$ cat config.mk
export PLATFORM = sky130hd
export DESIGN_NAME = maxi_core32
export DESIGN_NICKNAME = d
export VERILOG_FILES = /design/src/rtl/maxi_core32.sv
export SDC_FILE = /design/constraint.sdc
export NUM_CORES = 2
export LEC_CHECK = 0
export ABC_CLOCK_PERIOD_IN_PS = 17450
export BUFFER_PORTS_ARGS = -buffer_cell sky130_fd_sc_hd__buf_2
export CAP_MARGIN = 20
export CORE_ASPECT_RATIO = 0.75
export CORE_MARGIN = 8
export CORE_UTILIZATION = 55
export CTS_CLUSTER_DIAMETER = 120
export DETAILED_ROUTE_END_ITERATION = 8
export PLACE_DENSITY = 0.77
export SLEW_MARGIN = 20
export SYNTH_ARGS = -nofsm -noshare
export SYNTH_HDL_FRONTEND = slang
export SYNTH_SLANG_ARGS = --single-unit
export TNS_END_PERCENT = 1
$ cat constraint.sdc
create_clock -name clock -period 17.45 [get_ports clock]
set_clock_uncertainty 0.2 [all_clocks]
set_input_delay 0.8725 -clock clock [delete_from_list [all_inputs] [get_ports clock]]
set_output_delay 0.8725 -clock clock [all_outputs]
set_load 0.01 [all_outputs]
$ cat src/rtl/maxi_core32.sv
// maxi_core32: non-pipelined 32-bit CPU core, sixteen GPRs, big-endian byte-laned bus.
// Runs from address 0 after reset until HALT, an undefined opcode, or a misaligned access.
//
// state      | meaning
// S_FETCH    | drive PC word address with read, all lanes
// S_DECODE   | latch instruction from data_in, PC += 4
// S_EXECUTE  | register/flag/branch/jump/store actions; loads issue their read here
// S_LOADWAIT | write extracted load data into rA
// S_HALT     | HALT or undefined opcode executed; parked until reset
// S_ERROR    | misaligned access or jump target; parked until reset
module maxi_core32 (
  input  logic        clock,
  input  logic        reset,
  output logic [31:2] address,
  input  logic [31:0] data_in,
  output logic [31:0] data_out,
  output logic [3:0]  data_strobes,
  output logic        read,
  output logic        write,
  output logic        bus_error,
  output logic        halted
);

  typedef enum logic [2:0] {
    S_FETCH, S_DECODE, S_EXECUTE, S_LOADWAIT, S_HALT, S_ERROR
  } state_t;

  localparam logic [5:0] OP_NOP    = 6'h00;
  localparam logic [5:0] OP_LOADI  = 6'h02;
  localparam logic [5:0] OP_LOADU  = 6'h03;
  localparam logic [5:0] OP_ALU    = 6'h04;
  localparam logic [5:0] OP_ALUI   = 6'h05;
  localparam logic [5:0] OP_LOADW  = 6'h06;
  localparam logic [5:0] OP_LOADH  = 6'h07;
  localparam logic [5:0] OP_LOADB  = 6'h08;
  localparam logic [5:0] OP_STOREW = 6'h09;
  localparam logic [5:0] OP_STOREH = 6'h0A;
  localparam logic [5:0] OP_STOREB = 6'h0B;
  localparam logic [5:0] OP_BRANCH = 6'h0C;
  localparam logic [5:0] OP_JUMP   = 6'h0D;

  state_t      state;
  logic [31:0] pc;
  logic [31:0] ir;
  logic [31:0] regs [16];
  logic        flag_z;
  logic        flag_n;
  logic        flag_c;

  logic [5:0]  opcode;
  logic [3:0]  ra;
  logic [3:0]  rb;
  logic [3:0]  rc;
  logic [3:0]  alu_op;
  logic [31:0] imm16_sx;
  logic [31:0] imm14_sx;
  logic [31:0] val_a;
  logic [31:0] val_b;
  logic [31:0] val_c;
  logic [31:0] ea;

  assign opcode   = ir[31:26];
  assign ra       = ir[25:22];
  assign rb       = ir[21:18];
  assign alu_op   = ir[17:14];
  assign rc       = ir[13:10];
  assign imm16_sx = {{16{ir[15]}}, ir[15:0]};
  assign imm14_sx = {{18{ir[13]}}, ir[13:0]};
  assign val_a    = regs[ra];
  assign val_b    = regs[rb];
  assign val_c    = regs[rc];
  assign ea       = val_b + imm16_sx;

  logic is_load;
  logic is_store;
  logic size_word;
  logic size_half;
  logic misaligned;

  assign is_load   = (opcode == OP_LOADW)  || (opcode == OP_LOADH)  || (opcode == OP_LOADB);
  assign is_store  = (opcode == OP_STOREW) || (opcode == OP_STOREH) || (opcode == OP_STOREB);
  assign size_word = (opcode == OP_LOADW)  || (opcode == OP_STOREW);
  assign size_half = (opcode == OP_LOADH)  || (opcode == OP_STOREH);
  assign misaligned = size_word ? (ea[1:0] != 2'b00) :
                      size_half ? ea[0] : 1'b0;

  logic [3:0]  lane_strobes;
  logic [31:0] store_data;
  logic [31:0] load_data;

  // Big-endian lanes: byte offset 0 lives in data[31:24].
  always_comb begin
    lane_strobes = 4'b1111;
    store_data   = val_a;
    if (size_half) begin
      lane_strobes = ea[1] ? 4'b0011 : 4'b1100;
      store_data   = {2{val_a[15:0]}};
    end else if (!size_word) begin
      lane_strobes = 4'b1000 >> ea[1:0];
      store_data   = {4{val_a[7:0]}};
    end
  end

  // Registers are untouched between EXECUTE and LOADWAIT, so ea is still the load address.
  always_comb begin
    load_data = data_in;
    if (opcode == OP_LOADH) begin
      load_data = ea[1] ? {16'h0, data_in[15:0]} : {16'h0, data_in[31:16]};
    end else if (opcode == OP_LOADB) begin
      case (ea[1:0])
        2'd0:    load_data = {24'h0, data_in[31:24]};
        2'd1:    load_data = {24'h0, data_in[23:16]};
        2'd2:    load_data = {24'h0, data_in[15:8]};
        default: load_data = {24'h0, data_in[7:0]};
      endcase
    end
  end

  logic [31:0] alu_b;
  logic [31:0] alu_res;
  logic        alu_c;
  logic [32:0] wide;

  assign alu_b = (opcode == OP_ALU) ? val_c : imm14_sx;

  always_comb begin
    alu_res = '0;
    alu_c   = 1'b0;
    wide    = '0;
    case (alu_op)
      4'd0: begin
        wide    = {1'b0, val_b} + {1'b0, alu_b};
        alu_res = wide[31:0];
        alu_c   = wide[32];
      end
      4'd1: begin
        wide    = {1'b0, val_b} - {1'b0, alu_b};
        alu_res = wide[31:0];
        alu_c   = ~wide[32];
      end
      4'd2: alu_res = val_b & alu_b;
      4'd3: alu_res = val_b | alu_b;
      4'd4: alu_res = val_b ^ alu_b;
      4'd5: alu_res = val_b << alu_b[4:0];
      4'd6: alu_res = val_b >> alu_b[4:0];
      4'd7: alu_res = $signed(val_b) >>> alu_b[4:0];
      4'd8: alu_res = val_b;
      default: alu_res = '0;
    endcase
  end

  logic br_take;

  always_comb begin
    case (ra)
      4'd0:    br_take = 1'b1;
      4'd1:    br_take = flag_z;
      4'd2:    br_take = ~flag_z;
      4'd3:    br_take = flag_c;
      4'd4:    br_take = ~flag_c;
      4'd5:    br_take = flag_n;
      4'd6:    br_take = ~flag_n;
      default: br_take = 1'b0;
    endcase
  end

  // The bus is decoded from state so the first fetch is visible in the cycle reset drops.
  always_comb begin
    address      = '0;
    data_out     = '0;
    data_strobes = 4'b0000;
    read         = 1'b0;
    write        = 1'b0;
    if (!reset) begin
      case (state)
        S_FETCH: begin
          address      = pc[31:2];
          data_strobes = 4'b1111;
          read         = 1'b1;
        end
        S_EXECUTE: begin
          if ((is_load || is_store) && !misaligned) begin
            address      = ea[31:2];
            data_strobes = lane_strobes;
            read         = is_load;
            write        = is_store;
            data_out     = is_store ? store_data : 32'h0;
          end
        end
        default: ;
      endcase
    end
  end

  always_ff @(posedge clock) begin
    if (reset) begin
      state     <= S_FETCH;
      pc        <= '0;
      ir        <= '0;
      flag_z    <= 1'b0;
      flag_n    <= 1'b0;
      flag_c    <= 1'b0;
      halted    <= 1'b0;
      bus_error <= 1'b0;
      for (int i = 0; i < 16; i++) regs[i] <= '0;
    end else begin
      case (state)
        S_FETCH: state <= S_DECODE;
        S_DECODE: begin
          ir    <= data_in;
          pc    <= pc + 32'd4;
          state <= S_EXECUTE;
        end
        S_EXECUTE: begin
          state <= S_FETCH;
          case (opcode)
            OP_NOP:   ;
            OP_LOADI: regs[ra] <= imm16_sx;
            OP_LOADU: regs[ra] <= {ir[15:0], val_a[15:0]};
            OP_ALU, OP_ALUI: begin
              regs[ra] <= alu_res;
              flag_z   <= (alu_res == 32'h0);
              flag_n   <= alu_res[31];
              flag_c   <= alu_c;
            end
            OP_LOADW, OP_LOADH, OP_LOADB,
            OP_STOREW, OP_STOREH, OP_STOREB: begin
              if (misaligned) begin
                bus_error <= 1'b1;
                state     <= S_ERROR;
              end else if (is_load) begin
                state <= S_LOADWAIT;
              end
            end
            // pc already holds branch address + 4.
            OP_BRANCH: if (br_take) pc <= pc + {imm16_sx[29:0], 2'b00};
            OP_JUMP: begin
              if (val_b[1:0] != 2'b00) begin
                bus_error <= 1'b1;
                state     <= S_ERROR;
              end else begin
                regs[ra] <= pc;
                pc       <= val_b;
              end
            end
            default: begin
              halted <= 1'b1;
              state  <= S_HALT;
            end
          endcase
        end
        S_LOADWAIT: begin
          regs[ra] <= load_data;
          state    <= S_FETCH;
        end
        default: ;
      endcase
    end
  end

endmodule

==> flow_results.xml <==
<?xml version="1.0" encoding="UTF-8"?>
<metrics>
  <group name="synth">
    <metric name="synth-seq-area-share" unit="">0.359</metric>
    <metric name="number_of_library_cell_types_mapped_by_synthesis" unit="">100</metric>
    <metric name="mappedNetlistNets" unit="">4901</metric>
    <metric name="ys_seq_elements" unit="">596</metric>
    <metric name="synth-async-reset-ratio" unit="">0</metric>
    <metric name="ys_dominant_reg_cell" unit="">sky130_fd_sc_hd__edfxtp_1</metric>
    <metric name="ys_warn_count" unit="">0</metric>
    <metric name="postSynthAreaPerCell" unit="um^2">10.1</metric>
    <metric name="synth_enable_flop_cells" unit="">512</metric>
    <metric name="syn_area" unit="um^2">47500</metric>
    <metric name="post_synth_inst_count" unit="">4705</metric>
  </group>
  <group name="cts">
    <metric name="worst_skew_pair.late_latency" unit="ps">660</metric>
    <metric name="htree_num_levels" unit="">3</metric>
    <metric name="clock_tree.root_cell" unit="">sky130_fd_sc_hd__clkbuf_16</metric>
    <metric name="post_cts_hold_fix_bufs" unit="">0</metric>
    <metric name="cts.repair.resized" unit="">0</metric>
    <metric name="post-cts-setup-buffer-count" unit="">0</metric>
    <metric name="cts_tree" unit="">done</metric>
    <metric name="cts_sinks" unit="">596</metric>
    <metric name="cts_bufs_inserted" unit="">66</metric>
    <metric name="cts.reportedPaths.clkPinSlew" unit="ps">60</metric>
    <metric name="cts-root-to-sink-buffers" unit="">3</metric>
  </group>
  <group name="layout">
    <metric name="filler_cell_count" unit="">6973</metric>
    <metric name="layout.cells.non_filler" unit="">5815</metric>
    <metric name="area_growth" unit="%">8.17</metric>
    <metric name="layout.nets" unit="">4812</metric>
    <metric name="post_route_cells_drive_above_1_share" unit="">0.206</metric>
  </group>
  <group name="power_and_ir_drop">
    <metric name="comb_power_share" unit="">0.381</metric>
    <metric name="power_frac_clock" unit="">0.288</metric>
    <metric name="static_leakage" unit="nW">18.1</metric>
    <metric name="power.density_cell_area" unit="nW/um^2">99.6</metric>
    <metric name="net-switching-power" unit="mW">2.06</metric>
    <metric name="irDropWorstVdd" unit="mV">0.0810</metric>
    <metric name="power.share.switching" unit="">0.403</metric>
    <metric name="seq_power_share" unit="">0.331</metric>
    <metric name="internal_power" unit="mW">3.05</metric>
  </group>
  <group name="timing">
    <metric name="timing.final.crit_share" unit="">0.536</metric>
    <metric name="rsz0062_at_grt" unit="">no</metric>
    <metric name="setup_tns_final" unit="ps">0</metric>
    <metric name="setup_viol" unit="">0</metric>
    <metric name="slew-limit-headroom" unit="">0.212</metric>
    <metric name="worstMarginPinSlew" unit="ps">1170</metric>
    <metric name="timing.final.hold_violations" unit="">0</metric>
    <metric name="final.setup.worst_slack" unit="ps">8090</metric>
    <metric name="timing.fmax" unit="GHz">0.107</metric>
    <metric name="hold-worst-slack" unit="ps">229</metric>
    <metric name="min_period" unit="ps">9360</metric>
    <metric name="slew_violations" unit="">0</metric>
  </group>
  <group name="floorplan">
    <metric name="die_height" unit="um">271</metric>
    <metric name="num_rows" unit="">93</metric>
    <metric name="initial_core_utilization" unit="">0.554</metric>
    <metric name="core-area" unit="um^2">85800</metric>
    <metric name="dieArea" unit="um^2">96100</metric>
    <metric name="chipWidth" unit="um">355</metric>
    <metric name="top_level_i_o_count" unit="">104</metric>
  </group>
  <group name="critical_path">
    <metric name="critPathSlowestCell" unit="">sky130_fd_sc_hd__dfxtp_4</metric>
    <metric name="worstSetupEndpointType" unit="">output port</metric>
    <metric name="stage_delay_of_the_slowest_cell_on_the_critical_path" unit="ps">880</metric>
    <metric name="regToRegSetupSlack" unit="ps">8200</metric>
    <metric name="cp_common_cell" unit="">sky130_fd_sc_hd__a21oi_1</metric>
    <metric name="worst_setup_path_endpoint" unit="">address[24]</metric>
    <metric name="crit_fanout" unit="">42</metric>
    <metric name="r2r_depth" unit="">21</metric>
    <metric name="setup.worst_path.class" unit="">reg -&gt; out</metric>
    <metric name="critical_path.cell_chain" unit="">buf_4 &gt; mux4_2 &gt; mux4_2 &gt; ha_1 &gt; fa_1 &gt; a21o_1 &gt; a21oi_1 &gt; o21bai_1 &gt; a21o_1 &gt; a21oi_1 &gt; o311a_1 &gt; o211ai_1 &gt; a31o_2 &gt; a21oi_1 &gt; o21bai_1 &gt; a221o_1 &gt; a21oi_1 &gt; xor2_1 &gt; o21ai_0 &gt; buf_2</metric>
    <metric name="timing.rr.end" unit="">regs[5][26]</metric>
    <metric name="worst-endpoint-arrival" unit="ps">8290</metric>
    <metric name="critPathRequiredTime" unit="ps">16380</metric>
    <metric name="startpoint_type" unit="">flip-flop</metric>
  </group>
  <group name="detailed_routing">
    <metric name="drt_pre_antenna_iters" unit="">9</metric>
    <metric name="ant_nets" unit="">0</metric>
    <metric name="drt_drc_violations_left" unit="">0</metric>
    <metric name="via_count" unit="">45146</metric>
    <metric name="drt_wl_total" unit="um">222000</metric>
    <metric name="vias_per_cell" unit="">7.76</metric>
    <metric name="drt-initial-drc-count" unit="">8479</metric>
    <metric name="drt-wirelength-per-cell" unit="um">38.3</metric>
  </group>
  <group name="place">
    <metric name="port-buffer-count" unit="">103</metric>
    <metric name="place.gp.congestion" unit="">1.10</metric>
    <metric name="preCtsSetupSlack" unit="ps">8150</metric>
    <metric name="detailed_place_hpwl" unit="um">155000</metric>
    <metric name="dp.cells" unit="">5686</metric>
  </group>
  <group name="global_routing">
    <metric name="grt_overflow" unit="">0</metric>
    <metric name="antenna_found_initial" unit="">18</metric>
    <metric name="grt_first_pass_wirelength" unit="um">312000</metric>
    <metric name="grt_start_max_net_pins" unit="">64</metric>
    <metric name="grt.total_usage" unit="">0.447</metric>
    <metric name="grt_pass1_vias" unit="">42362</metric>
  </group>
  <group name="run">
    <metric name="drv_cap" unit="">0</metric>
  </group>
  <group name="min_path">
    <metric name="hold_path_depth" unit="">2</metric>
    <metric name="classification_of_the_worst_slack_hold_path" unit="">reg -&gt; reg</metric>
  </group>
  <group name="run_status">
    <metric name="result_of_the_run" unit="">finished, final reports clean</metric>
  </group>
</metrics>
[cells in the mapped netlist, types with 8 or more instances]
cell,count,area (um^2)
sky130_fd_sc_hd__o21bai_1,24,180
sky130_fd_sc_hd__buf_2,46,230
sky130_fd_sc_hd__o221ai_1,19,166
sky130_fd_sc_hd__edfxtp_1,512,15400
sky130_fd_sc_hd__o211ai_1,37,278
sky130_fd_sc_hd__xor2_1,21,184
sky130_fd_sc_hd__a21oi_1,342,1710
sky130_fd_sc_hd__inv_1,142,533
sky130_fd_sc_hd__or2_2,10,62.6
sky130_fd_sc_hd__a221o_1,9,90.1
sky130_fd_sc_hd__and3_1,28,175
sky130_fd_sc_hd__nor2_1,766,2880
sky130_fd_sc_hd__buf_6,10,113
sky130_fd_sc_hd__nor2_2,20,125
sky130_fd_sc_hd__nor2b_1,35,219
sky130_fd_sc_hd__nor3_1,68,340
sky130_fd_sc_hd__mux4_2,451,10200
sky130_fd_sc_hd__a21o_1,36,270
sky130_fd_sc_hd__dfxtp_1,84,1680
sky130_fd_sc_hd__mux2_2,16,180
sky130_fd_sc_hd__a221oi_1,20,175
sky130_fd_sc_hd__o21ai_0,198,991
sky130_fd_sc_hd__buf_1,55,206
sky130_fd_sc_hd__nand4_1,49,307
sky130_fd_sc_hd__o31ai_1,50,375
sky130_fd_sc_hd__nand2_1,461,1730
sky130_fd_sc_hd__nand2b_1,26,163
sky130_fd_sc_hd__nor4_1,19,119
sky130_fd_sc_hd__or3_1,14,87.6
sky130_fd_sc_hd__a211oi_1,39,293
sky130_fd_sc_hd__a22oi_1,55,413
sky130_fd_sc_hd__a31oi_1,29,181
sky130_fd_sc_hd__mux2i_1,84,841
sky130_fd_sc_hd__xnor2_1,30,263
sky130_fd_sc_hd__nand3_1,132,661
sky130_fd_sc_hd__ha_1,158,1980
sky130_fd_sc_hd__o31a_1,8,70.1
sky130_fd_sc_hd__clkbuf_1,296,1110
sky130_fd_sc_hd__o22ai_1,53,332
sky130_fd_sc_hd__o21a_1,36,270
sky130_fd_sc_hd__o2111ai_1,8,70.1
sky130_fd_sc_hd__and2_1,18,113
sky130_fd_sc_hd__a222oi_1,30,300
[worst min path at each step]
| stage | start | endpoint | slack (ps) |
|---|---|---|---|
| after floorplan | pc[0] | pc[0] | 210 |
| after global placement | pc[1] | pc[1] | 210 |
| after detailed placement | pc[1] | pc[1] | 220 |
| after CTS | pc[1] | pc[1] | 230 |
| after global routing | pc[0] | pc[0] | 260 |
| final | pc[1] | pc[1] | 230 |
[worst max-delay path: cells and delay by family (launching register included)]
kind / cells / cell delay (ps)
fa+ha+maj: 2 / 710
buf+inv: 2 / 1060
compound gates: 13 / 3550
xor+xnor: 1 / 80
mux: 2 / 1240
flops: 1 / 880
[layout by cell type, fill, tap and decap left out, drive strengths merged, types with 28 or more instances in the layout]
| master | count |
|---|---|
| a211oi | 39 |
| a21o | 36 |
| a21oi | 343 |
| a222oi | 30 |
| a22oi | 56 |
| a31oi | 29 |
| and3 | 28 |
| buf | 255 |
| clkbuf | 78 |
| dfxtp | 84 |
| edfxtp | 512 |
| ha | 158 |
| inv | 150 |
| mux2i | 84 |
| mux4 | 451 |
| nand2 | 466 |
| nand3 | 133 |
| nand4 | 51 |
| nor2 | 787 |
| nor2b | 35 |
| nor3 | 69 |
| o211ai | 39 |
| o21a | 36 |
| o21ai | 205 |
| o22ai | 55 |
| o31ai | 51 |
| xnor2 | 30 |
[cell families (layout without fill, tap and decap cells)]
group	Yosys count	count (layout)	synth area share
AO/OA/AOI/OAI	1099	1099	0.151
XOR/XNOR	51	51	0.00940
other	0	13	0
buffers and inverters	558	515	0.0473
multiplexers	551	551	0.235
adder cells (fa/ha/maj)	162	162	0.0433
AND/OR/NAND/NOR	1688	1688	0.155
flip-flops	596	596	0.359
[stage by stage]
step | power (mW) | utilization | instance area, um^2
floorplan | 2.87 | - | 47500
global placement | 3.54 | 0.573 | 49100
detailed placement | 3.55 | 0.573 | 49100
CTS | 5.01 | 0.599 | 51300
global route | 5.22 | 0.599 | 51300
finish | 5.12 | 0.599 | 51400
[power by group through the flow]
stage / clock, mW / combinational (mW) / sequential (mW)
floorplan: 0 / 1.21 / 1.66
global placement: 0 / 1.83 / 1.71
detailed placement: 0 / 1.84 / 1.72
CTS: 1.47 / 1.85 / 1.69
global route: 1.52 / 2.01 / 1.70
finish: 1.47 / 1.95 / 1.69
[area by class of cell]
type / instances / area [um^2] / share of cell area
Clock buffer: 78 / 1700 / 0.0330
Inverter: 146 / 548 / 0.0107
Clock inverter: 36 / 519 / 0.0101
Tap cell: 1140 / 1430 / 0.0278
Sequential cell: 596 / 17100 / 0.333
Timing Repair Buffer: 255 / 1660 / 0.0323
Antenna cell: 13 / 32.5 / 0.000633
Multi-Input combinational cell: 3551 / 28400 / 0.553
[flip-flops by register name (all words and copies together), names as in the netlist, named ones only]
| name | cells |
|---|---|
| halted | 1 |
| flag_c | 1 |
| regs | 512 |
| bus_error | 1 |
| ir | 32 |
| state | 3 |
| pc | 32 |
| flag_n | 1 |
| flag_z | 1 |
[layer usage]
| metal | vias to the layer above | part of all wire | global-route usage |
|---|---|---|---|
| li1 | 17781 | - | - |
| met3 | 921 | 0.19 | 0.223 |
| met4 | 20 | 0.069 | 0.238 |
| met2 | 4690 | 0.39 | 0.597 |
| met1 | 21734 | 0.35 | 0.590 |
| met5 | - | 0.00062 | 0 |
(Power assumes the default switching activity.)
